<file path="src/rtl/ct_rtu_encode_96_seq_pkg.sv">
// Shared constants and state encoding for the 96-entry RTU index serializer.
package ct_rtu_encode_96_seq_pkg;
    localparam int RTU_ENTRY_NUM = 96;
    localparam int RTU_IDX_W     = 7;

    typedef enum logic {
        ST_IDLE = 1'b0,
        ST_SCAN = 1'b1
    } rtu_enc_state_e;
endpackage

</file>
<file path="src/rtl/ct_rtu_encode_96_seq_if.sv">
// Load / index handshake bundle of the 96-entry serializer.
// master = producer/consumer side, slave = the serializer itself.
interface ct_rtu_encode_96_seq_if;
    import ct_rtu_encode_96_seq_pkg::*;

    logic                     x_load_vld;
    logic                     x_load_rdy;
    logic [RTU_ENTRY_NUM-1:0] x_load_vec;
    logic                     x_flush;
    logic                     x_idx_vld;
    logic                     x_idx_rdy;
    logic [RTU_IDX_W-1:0]     x_idx;
    logic                     x_idx_last;
    logic                     x_busy;
    logic                     x_done;

    modport master (
        output x_load_vld, x_load_vec, x_flush, x_idx_rdy,
        input  x_load_rdy, x_idx_vld, x_idx, x_idx_last, x_busy, x_done
    );

    modport slave (
        input  x_load_vld, x_load_vec, x_flush, x_idx_rdy,
        output x_load_rdy, x_idx_vld, x_idx, x_idx_last, x_busy, x_done
    );
endinterface

</file>
<file path="src/rtl/ct_rtu_encode_96_seq_ffs.sv">
// Combinational find-first-set over 96 bits: index of the lowest set bit
// plus a found flag (index is 0 when nothing is set).
module ct_rtu_ffs_96
    import ct_rtu_encode_96_seq_pkg::*;
(
    input  logic [RTU_ENTRY_NUM-1:0] vec,
    output logic [RTU_IDX_W-1:0]     idx,
    output logic                     found
);
    always_comb begin
        idx   = '0;
        found = 1'b0;
        // Scan downwards so the lowest set bit is the last one written.
        for (int i = RTU_ENTRY_NUM - 1; i >= 0; i--) begin
            if (vec[i]) begin
                idx   = RTU_IDX_W'(i);
                found = 1'b1;
            end
        end
    end
endmodule

</file>
<file path="src/rtl/ct_rtu_encode_96_seq.sv">
// Serializes a 96-bit pending vector into one 7-bit index per handshake.
// Define CT_RTU_ENCODE_96_RR_EN for round-robin selection from a start pointer.
module ct_rtu_encode_96_seq
    import ct_rtu_encode_96_seq_pkg::*;
#(
    parameter int ENTRY_NUM = RTU_ENTRY_NUM,
    parameter int IDX_W     = RTU_IDX_W
) (
    input  logic                         forever_cpuclk,
    input  logic                         cpurst,
    ct_rtu_encode_96_seq_if.slave        bus
);
    rtu_enc_state_e       state_q, state_d;
    logic [ENTRY_NUM-1:0] pending_q, pending_d;
    logic                 done_q, done_d;

    logic [ENTRY_NUM-1:0] ffs_vec;
    logic [IDX_W-1:0]     ffs_idx;
    logic                 ffs_found;
    logic [IDX_W-1:0]     cur_idx;
    logic [IDX_W-1:0]     idx_out;
    logic                 is_last;
    logic                 idx_hs;

    ct_rtu_ffs_96 u_ffs (
        .vec   (ffs_vec),
        .idx   (ffs_idx),
        .found (ffs_found)
    );

    // Flush wins over the index handshake, so the pointer must not move then.
    assign idx_hs  = (state_q == ST_SCAN) & bus.x_idx_rdy & ~bus.x_flush;
    assign is_last = ((pending_q & (pending_q - ENTRY_NUM'(1))) == '0);
    assign idx_out = ffs_found ? cur_idx : '0;

`ifdef CT_RTU_ENCODE_96_RR_EN
    logic [IDX_W-1:0]       ptr_q, ptr_d;
    logic [2*ENTRY_NUM-1:0] dbl_vec;
    logic [IDX_W:0]         idx_sum;
    logic [IDX_W:0]         idx_wrap;

    // Rotate so bit 0 of the search vector is the entry at the pointer,
    // then add the pointer back modulo ENTRY_NUM.
    always_comb begin
        dbl_vec  = {pending_q, pending_q} >> ptr_q;
        ffs_vec  = dbl_vec[ENTRY_NUM-1:0];
        idx_sum  = {1'b0, ffs_idx} + {1'b0, ptr_q};
        idx_wrap = idx_sum - (IDX_W+1)'(ENTRY_NUM);
        cur_idx  = (idx_sum >= (IDX_W+1)'(ENTRY_NUM)) ? idx_wrap[IDX_W-1:0]
                                                       : idx_sum[IDX_W-1:0];
        ptr_d    = ptr_q;
        if (idx_hs) begin
            ptr_d = (idx_out == IDX_W'(ENTRY_NUM - 1)) ? '0 : idx_out + IDX_W'(1);
        end
    end

    always_ff @(posedge forever_cpuclk) begin
        if (cpurst) begin
            ptr_q <= '0;
        end else begin
            ptr_q <= ptr_d;
        end
    end
`else
    assign ffs_vec = pending_q;
    assign cur_idx = ffs_idx;
`endif

    always_comb begin
        state_d   = state_q;
        pending_d = pending_q;
        done_d    = 1'b0;
        if (bus.x_flush) begin
            // In IDLE a flush is a no-op and also swallows any load.
            if (state_q == ST_SCAN) begin
                pending_d = '0;
                state_d   = ST_IDLE;
            end
        end else begin
            case (state_q)
                ST_IDLE: begin
                    if (bus.x_load_vld) begin
                        pending_d = bus.x_load_vec;
                        if (bus.x_load_vec == '0) begin
                            done_d = 1'b1;
                        end else begin
                            state_d = ST_SCAN;
                        end
                    end
                end
                ST_SCAN: begin
                    if (bus.x_idx_rdy) begin
                        pending_d = pending_q & ~(ENTRY_NUM'(1) << idx_out);
                        if (is_last) begin
                            state_d = ST_IDLE;
                            done_d  = 1'b1;
                        end
                    end
                end
                default: state_d = ST_IDLE;
            endcase
        end
    end

    always_ff @(posedge forever_cpuclk) begin
        if (cpurst) begin
            state_q   <= ST_IDLE;
            pending_q <= '0;
            done_q    <= 1'b0;
        end else begin
            state_q   <= state_d;
            pending_q <= pending_d;
            done_q    <= done_d;
        end
    end

    assign bus.x_load_rdy = (state_q == ST_IDLE);
    assign bus.x_idx_vld  = (state_q == ST_SCAN);
    assign bus.x_busy     = (state_q == ST_SCAN);
    assign bus.x_idx_last = (state_q == ST_SCAN) & is_last;
    assign bus.x_idx      = idx_out;
    assign bus.x_done     = done_q;
endmodule

</file>
<file path="src/flat_wrapper.sv">
// flat-port wrapper written by rule: the top's interface ports become plain ports
module ct_rtu_encode_96_seq_flat import ct_rtu_encode_96_seq_pkg::*;
#(
    parameter int ENTRY_NUM = RTU_ENTRY_NUM,
    parameter int IDX_W     = RTU_IDX_W
)
  (forever_cpuclk, cpurst, bus_x_load_vld, bus_x_load_vec, bus_x_flush, bus_x_idx_rdy, bus_x_load_rdy, bus_x_idx_vld, bus_x_idx, bus_x_idx_last, bus_x_busy, bus_x_done);
  ct_rtu_encode_96_seq_if bus_i ();
  input  logic forever_cpuclk;
  input  logic cpurst;
  input wire logic [$bits(bus_i.x_load_vld)-1:0] bus_x_load_vld;
  input wire logic [$bits(bus_i.x_load_vec)-1:0] bus_x_load_vec;
  input wire logic [$bits(bus_i.x_flush)-1:0] bus_x_flush;
  input wire logic [$bits(bus_i.x_idx_rdy)-1:0] bus_x_idx_rdy;
  output wire logic [$bits(bus_i.x_load_rdy)-1:0] bus_x_load_rdy;
  output wire logic [$bits(bus_i.x_idx_vld)-1:0] bus_x_idx_vld;
  output wire logic [$bits(bus_i.x_idx)-1:0] bus_x_idx;
  output wire logic [$bits(bus_i.x_idx_last)-1:0] bus_x_idx_last;
  output wire logic [$bits(bus_i.x_busy)-1:0] bus_x_busy;
  output wire logic [$bits(bus_i.x_done)-1:0] bus_x_done;
  assign bus_i.x_load_vld = bus_x_load_vld;
  assign bus_i.x_load_vec = bus_x_load_vec;
  assign bus_i.x_flush = bus_x_flush;
  assign bus_i.x_idx_rdy = bus_x_idx_rdy;
  assign bus_x_load_rdy = bus_i.x_load_rdy;
  assign bus_x_idx_vld = bus_i.x_idx_vld;
  assign bus_x_idx = bus_i.x_idx;
  assign bus_x_idx_last = bus_i.x_idx_last;
  assign bus_x_busy = bus_i.x_busy;
  assign bus_x_done = bus_i.x_done;
  ct_rtu_encode_96_seq #(.ENTRY_NUM(ENTRY_NUM), .IDX_W(IDX_W)) u_core (.forever_cpuclk(forever_cpuclk), .cpurst(cpurst), .bus(bus_i));
endmodule
</file>
<file path="config.mk">
export PLATFORM = sky130hd
export DESIGN_NAME = ct_rtu_encode_96_seq_flat
export DESIGN_NICKNAME = d
export VERILOG_FILES = /design/src/rtl/ct_rtu_encode_96_seq_pkg.sv /design/src/rtl/ct_rtu_encode_96_seq_if.sv /design/src/rtl/ct_rtu_encode_96_seq_ffs.sv /design/src/rtl/ct_rtu_encode_96_seq.sv /design/src/flat_wrapper.sv
export SDC_FILE = /design/constraint.sdc
export NUM_CORES = 1
export LEC_CHECK = 0
export BUFFER_PORTS_ARGS = -buffer_cell sky130_fd_sc_hd__buf_2
export CAP_MARGIN = 15
export CORE_ASPECT_RATIO = 0.75
export CORE_MARGIN = 4
export CORE_UTILIZATION = 46
export CTS_BUF_LIST = sky130_fd_sc_hd__clkbuf_4 sky130_fd_sc_hd__clkbuf_8
export DETAILED_ROUTE_END_ITERATION = 7
export PLACE_DENSITY = 0.68
export SETUP_SLACK_MARGIN = 0.15
export SKIP_CTS_REPAIR_TIMING = 1
export SYNTH_ARGS = -nofsm -noshare
export SYNTH_HDL_FRONTEND = slang
export SYNTH_HIERARCHICAL = 1
export SYNTH_SLANG_ARGS = --single-unit
</file>
<file path="constraint.sdc">
create_clock -name forever_cpuclk -period 3.7 [get_ports forever_cpuclk]
set_clock_uncertainty 0.05 [all_clocks]
set_input_delay 0.37 -clock forever_cpuclk [delete_from_list [all_inputs] [get_ports forever_cpuclk]]
set_output_delay 0.37 -clock forever_cpuclk [all_outputs]
set_load 0.05 [all_outputs]
</file>
=== Word level (Yosys, flattened, before mapping) ===
Cells that the tools add are included.

* $add $sub $neg: 1
* Eq/ne operators: 3
* Shift operators: 1
* Muxes and demuxes: 208
* Bitwise operators: 5
* Reduce and logical (&&, ||, !) cells: 4

{| class="wikitable"
|+ Operator list
! operator !! count
|-
| $mux 7 || 97
|-
| $mux 96 || 4
|-
| $and 96x96->96 || 2
|-
| $logic_not 96->1 || 2
|-
| $pmux 96 s2 || 1
|-
| $mux 1 || 104
|-
| $not 96->96 || 1
|-
| $shl 1x7->96 const A || 1
|-
| $sub 96x1->96 const B || 1
|-
| $ne 3x3->1 const B || 2
|-
| $pmux 1 s2 || 2
|-
| $reduce_and 3->1 || 1
|-
| $ne 2x1->1 const B || 1
|-
| $reduce_or 2->1 || 1
|-
| $and 1x1->1 || 1
|-
| $not 1->1 || 1
|}

* Bits in registers: 98
* Input bits: 101
* Output and inout bits: 12
* Word-level logic and storage cells: 225

=== Longest topological paths before layout ===
Gate-level depths: netlist of run 1.

* Depth in word-level cells: 103
* Depth in mapped cells: 15
* Depth with buffers taken out: 15

=== By module ===
Netlist of run 1, hierarchy kept.

{| class="wikitable"
|+ By module, submodules not included
! module !! times used !! cells each !! area each (um2) !! seq. area each (um2)
|-
| ct_rtu_encode_96_seq || 1 || 983 || 6902.9 || 1961.9
|-
| ct_rtu_ffs_96 || 1 || 225 || 1241.2 || 0.0
|}

=== Worst setup path after synthesis of run 1 ===
OpenSTA, ideal clock, no wires.

* Path kind: flip-flop to output port
* Start point: reg u_core.pending_q[1], in the netlist u_core/ffs_vec[1]
* End point: out bus_x_idx_last
* Arrival: 3.826 ns
* Data required time: 3.280 ns
* Setup slack: -0.546 ns
* Cell stages (with the launch flop): 9
* Path buffers: 0
* Path through: dfxtp_1 > or4_4 > nor4_4 > nand3_2 > or3_1 > or4_1 > maj3_2 > nand4b_4 > nor3_1

* Cells in the longest elaborated chain, start to end: 4

{| class="wikitable"
|+ Ends and longest elaborated chain
! item !! line !! text
|-
| start, declared || ct_rtu_encode_96_seq.sv:14 || <nowiki>logic [ENTRY_NUM-1:0] pending_q, pending_d;</nowiki>
|-
| start signal, assigned || ct_rtu_encode_96_seq.sv:112 || <nowiki>pending_q <= pending_d;</nowiki>
|-
| $sub 96x1->96 || ct_rtu_encode_96_seq.sv:33 || <nowiki>assign is_last = ((pending_q & (pending_q - ENTRY_NUM'(1))) == '0);</nowiki>
|-
| $and 96x96->96 (*) || ct_rtu_encode_96_seq.sv:33 ||
|-
| $logic_not 96->1 (*) || ct_rtu_encode_96_seq.sv:33 ||
|-
| $and 1x1->1 (*) || ct_rtu_encode_96_seq.sv:120 || <nowiki>assign bus.x_idx_last = (state_q == ST_SCAN) & is_last;</nowiki>
|-
| end, declared || flat_wrapper.sv:18 || <nowiki>output wire logic [$bits(bus_i.x_idx_last)-1:0] bus_x_idx_last;</nowiki>
|}

Mark *: on every way between the ends. The rest lies on a longest branch, timed or not.

=== Worst setup path in the final report of run 1 ===
* Start point: reg u_core.pending_q[32], in the netlist u_core/ffs_vec[32]
* End point: out bus_x_idx_last

Same word-level chain as after synthesis.

==> results.cfg, run 1 <==
[setup_path]
regToRegEndpoint = u_core/bus.x_busy
r2r_start = u_core/ffs_vec[9]
cp.required_ns = 3.28
worstSetupEndpointType = output port
regToRegSetupSlack_ns = 0.09
critPathMaxFanout = 5
crit_path_start_kind = register
crit_type = reg2out
reg2reg_depth = 12
cp_data_arrival_time_ns = 3.73
cp-endpoint = bus_x_idx_last
startpoint = u_core/ffs_vec[32]

[layout]
drive_gt1_share_pct = 33.6
area_growth_pct = 41.8
fin_nets = 1618
fill_cells = 1552
stdcell_count = 1759

[synthesis]
synthFlopType = dfxtp_1
synth_seq_cells = 98
seq_area_frac_synth_pct = 24.1
synth_edf_count = 0
post_synth_instance_area_sq_um = 8140
async_reset_ff_share_pct = 0
synthesis.area_per_instance_sq_um = 6.74
ys_warn_count = 6
syn-instance-count = 1208
synthesis.nets = 1309
synth_cell_types = 69

[placement]
place_congestion = 1.06
hpwl_mm = 33.2
place_ws_ns = -0.494
dp_cells = 1731
port_buffers = 112

[status]
violations = setup timing
status = complete, but fails checks

[sta]
hold_violations = 0
fin_ws_ns = -0.452
fmax_mhz = 241
relSlewSlack_pct = 16.0
finalSetupViolCount = 1
slew_violations = 0
tightest_slew_ns = 1.26
rsz0062_at_grt = yes
setup_tns_ns = -0.452
fin_crit_ns = 4.15
holdWs_ns = 0.141
finalCritPeriodShare_pct = 112

[clock_tree]
htreeDepth = 3
clk_latency_ns = 0.42
cts_tree = done
cts_root_buffer = clkbuf_8
clkTransAtPathRegs_ns = 0.12
cts_buffers = 9
clk_path_buf_depth = 2
cts.sinks = 98

[power]
power_leakage_uw = 0.00492
p_per_area_nw_per_um2 = 382
irDropWorstVdd_mv = 0.377

[worst_hold_path]
hp-class = in2reg

[routing]
via_count = 11900
avgRoutedWirePerCell_um = 24.7
finalWirelength_mm = 43.4
dr.first_iter.drc_count = 2621
ant_nets = 0
drc_errors = 0
drt-pass1-iter-count = 7
vias_per_cell = 6.77

[global_routing]
grt_pass1_wl_mm = 62.0
overflow = 0
grt_use_total_pct = 41.2
grt_pass1_vias = 10200
grt_max_degree = 134
antenna_found_initial = 1

[floorplan]
dieHeight_um = 123
core.rowCount = 41
die_width_um = 162
die-area_sq_um = 19900
core-area_sq_um = 17100
ios = 113
start_util_pct = 47.7

[job]
maxCapViolations = 0
==> critical path: stages (launching register included) <==
cell and delay [ns]:
dfxtp_1 0.33, or4_4 0.55, buf_6 0.16, nor4b_4 0.31
buf_4 0.18, buf_4 0.11, nand4_1 0.18, a2111oi_4 0.49
o311ai_1 0.26, nor4_4 0.23, nand4b_4 0.15, nor3_4 0.20
buf_6 0.18
==> per-stage QoR <==
step	instance area [sq um]	power (uW)	util (%)
floorplan	8160	2200	-
global placement	10600	3200	62.2
detailed placement	10600	3200	62.3
CTS	10900	4020	63.7
global route	11500	4560	67.6
finish	11600	4420	67.6
==> kinds of logic (layout without fill, tap and decap cells) <==
family | after synthesis | count (layout) | synth area share [%]
and+or+nand+nor | 515 | 515 | 33.6
AOI/OAI and AO/OA | 432 | 432 | 34.4
buffers and inverters | 160 | 474 | 7.50
DFF | 98 | 98 | 24.1
adders and majority gates | 3 | 3 | 0.384
other | 0 | 1 | 0
==> worst min-delay path by stage <==
stage | slack (ns) | to | cells past startpoint | from
floorplan | 0.44 | u_core/ffs_vec[44] | 2 | u_core/ffs_vec[44]
global placement | 0.45 | u_core/ffs_vec[49] | 2 | u_core/ffs_vec[49]
detailed placement | 0.47 | u_core/ffs_vec[62] | 2 | u_core/ffs_vec[62]
CTS | 0.12 | u_core/ffs_vec[51] | 3 | bus_x_load_vec[51]
global route | 0.14 | u_core/ffs_vec[39] | 3 | bus_x_load_vec[39]
finish | 0.14 | u_core/ffs_vec[51] | 3 | bus_x_load_vec[51]
==> synthesized netlist by cell type (all sizes together) (10+ instances only) <==
cell type	count	area (sq um)
o21ai	127	636
o41ai	19	166
a22oi	64	480
inv	91	342
dfxtp	98	1960
nor3	44	220
or4	37	289
nor4	83	571
or2	10	62.6
nand3	28	145
o211ai	62	465
nor2	139	522
nand4	24	156
or3	14	87.6
nand2b	13	81.3
a21oi	83	427
nand2	94	353
clkbuf	61	229
o31ai	21	158
==> layout make-up <==
cell class / count / area [sq um] / area share, %
Multi-Input combinational cell: 950 / 6120 / 53.0
Timing Repair Buffer: 366 / 2570 / 22.3
Sequential cell: 98 / 1980 / 17.1
Inverter: 92 / 345 / 2.99
Tap cell: 236 / 295 / 2.56
Clock buffer: 9 / 124 / 1.07
Clock inverter: 7 / 108 / 0.931
Antenna cell: 1 / 2.50 / 0.0217
==> sequential cells by signal (all words and copies together), names as in the netlist <==
register and cells:
u_core/bus.x_done 1, u_core/bus.x_busy 1, u_core/ffs_vec 96
==> layer usage <==
layer	global-route usage [%]	up-vias	part of all wire (%)
li1	-	5245	-
met1	62.1	5465	41
met2	54.8	1054	38
met3	14.7	135	18
met4	10.6	2	3.0
met5	0	-	0.083
==> layout by cell type, fill, tap and decap left out, types with 5 or more instances in the layout <==
master / n
a22oi_1: 61
nand2_1: 85
o21ai_0: 87
o41ai_1: 12
o31ai_1: 18
nand2_2: 8
o211ai_1: 62
o21a_1: 6
or3_4: 5
or4_4: 13
a31oi_1: 5
nand3_1: 22
nor3_1: 38
o41ai_2: 7
inv_1: 90
o21ai_1: 32
clkbuf_8: 9
or3_1: 9
buf_4: 238
a21oi_1: 80
or2_2: 7
nor4_4: 5
nor4_2: 10
nor4_1: 68
or4_1: 24
buf_2: 110
o21ai_2: 7
dfxtp_2: 6
nand4_1: 23
dfxtp_1: 89
nand2b_1: 10
nor2_1: 132
nor2b_1: 6
buf_6: 14
==> power by group <==
group | total, uW | internal (uW) | leakage, uW | switching (uW)
sequential | 1150 | 1100 | 0.000802 | 52.3
clock | 829 | 338 | 0.000114 | 491
combinational | 2440 | 978 | 0.00400 | 1460
No activity file was read; power rests on OpenSTA's default activity.
==> run 2, diff against run 1 <==
--- a/config.mk
+++ b/config.mk
@@ -12,6 +12,7 @@
 export CORE_UTILIZATION = 46
 export CTS_BUF_LIST = sky130_fd_sc_hd__clkbuf_4 sky130_fd_sc_hd__clkbuf_8
 export DETAILED_ROUTE_END_ITERATION = 7
+export MAX_ROUTING_LAYER = met4
 export PLACE_DENSITY = 0.68
 export SETUP_SLACK_MARGIN = 0.15
 export SKIP_CTS_REPAIR_TIMING = 1
==> results.cfg, run 2 (synthesized netlist as in run 1, its figures left out) <==
[setup_path]
critPathMaxFanout = 8
cpPeakStageDelay_ns = 0.56
worstSetupEndpointType = output port
crit_path_start_kind = register
cp.required_ns = 3.28
slowest_stage = or4_1
cp_cell_sequence = buf_4 -> or4_1 -> or4_1 -> o31ai_1 -> nand3_1 -> a2111oi_4 -> buf_4 -> and4bb_2 -> nand4_1 -> nor3_4 -> buf_6
crit_type = reg2out
cp_data_arrival_time_ns = 3.69

[sta]
holdWs_ns = 0.160
fmax_mhz = 244
tightest_slew_ns = 1.20
slew_violations = 0
relSlewSlack_pct = 20.1
fin_crit_ns = 4.11
fin_ws_ns = -0.405
finalSetupViolCount = 1
hold_violations = 0
rsz0062_at_grt = yes
finalCritPeriodShare_pct = 111
setup_tns_ns = -0.405

[layout]
largest_reg_flops = 96
diodes = 0
fin_nets = 1613
drive_gt1_share_pct = 32.3
regArea_sq_um = 1980
final_cell_mix = buf_4 (246), nor2_1 (130), o21ai_0 (111)
multi_input_area_sq_um = 6090
area_growth_pct = 39.8
post-route-cell-area_sq_um = 11400
fill_cells = 1573
final_common_cell = buf_4

[worst_hold_path]
hp-class = in2reg

[power]
irDropWorstVdd_mv = 0.430
p_per_area_nw_per_um2 = 370
power_leakage_uw = 0.00485
p_int_uw = 2280
seqPwrFrac_pct = 27.3
power_switching_uw = 1930
p_comb_share_pct = 54.9
p_sw_share_pct = 45.8
power_uw = 4210
p_clk_share_pct = 17.8

[placement]
place_area_sq_um = 10600
hpwl_mm = 33.0
port_buffers = 112
place_congestion = 1.09

[routing]
dr.first_iter.drc_count = 2396
ant_nets = 0
via_count = 11800
drc_errors = 0
finalWirelength_mm = 42.2
vias_per_cell = 6.73
drt-pass1-iter-count = 8
avgRoutedWirePerCell_um = 24.1

[global_routing]
overflow = 0
grt_use_total_pct = 41.3
antenna_found_initial = 0
grt_pass1_wl_mm = 60.8
grt_pass1_vias = 10100
grt_max_degree = 97

[clock_tree]
clk_latency_ns = 0.40
cts_buffers = 9
htreeDepth = 3
cts.sinks = 98
clk_path_buf_depth = 2
cts_root_buffer = clkbuf_8
clkTransAtPathRegs_ns = 0.12
cts_tree = done

[job]
maxCapViolations = 0

[floorplan]
die-area_sq_um = 19900
ios = 113
core.rowCount = 41
die_width_um = 162
core-area_sq_um = 17100
dieHeight_um = 123
start_util_pct = 47.7

[status]
status = complete, but fails checks
violations = setup timing
==> run 2: metal layers <==
metal  global-route usage, %  wire, um  up-vias
met2                    52.0     15700     1013
li1                        -         -     5233
met1                    59.9     17700     5444
met5                       -         0        -
met3                    16.8      7540      113
met4                    10.5      1290        0
==> run 2: final cells by class <==
type | count | share of cell area, %
Tap cell | 236 | 2.59
Inverter | 92 | 3.03
Sequential cell | 98 | 17.4
Clock buffer | 9 | 1.09
Clock inverter | 7 | 0.714
Multi-Input combinational cell | 950 | 53.5
Timing Repair Buffer | 361 | 21.7
==> run 2: through the flow <==
step	setup slack, ns	std cells	utilization, %
6_report	-0.405	1753	66.6
2_1_floorplan	0.0746	1208	-
3_5_place_dp	-0.285	1733	62.3
5_1_grt	-0.685	1753	66.6
3_3_place_gp	-0.272	1733	62.3
4_1_cts	-0.745	1749	63.5
==> run 2: worst max-delay path: cells and delay by family (launching register included) <==
family / cells / cell delay (ns)
compound gates: 2 / 0.56
simple gates: 6 / 1.86
flops: 1 / 0.34
buf+inv: 3 / 0.51
==> run 2: final timing paths <==
kind	from	end	slack (ns)	cells after the start
setup reg to reg	u_core/ffs_vec[12]	u_core/bus.x_busy	0.07	12
setup / recovery	u_core/ffs_vec[12]	bus_x_idx_last	-0.41	11
hold reg to reg	u_core/ffs_vec[62]	u_core/ffs_vec[62]	0.53	2
hold / removal	bus_x_load_vec[35]	u_core/ffs_vec[35]	0.16	3
==> run 2: power groups by stage <==
stage | clock, uW | sequential, uW | combinational [uW]
after detailed placement | 0 | 1170 | 2020
after floorplan | 0 | 1190 | 1010
after global routing | 786 | 1150 | 2410
after CTS | 756 | 1140 | 2030
after global placement | 0 | 1170 | 2020
final | 748 | 1150 | 2310
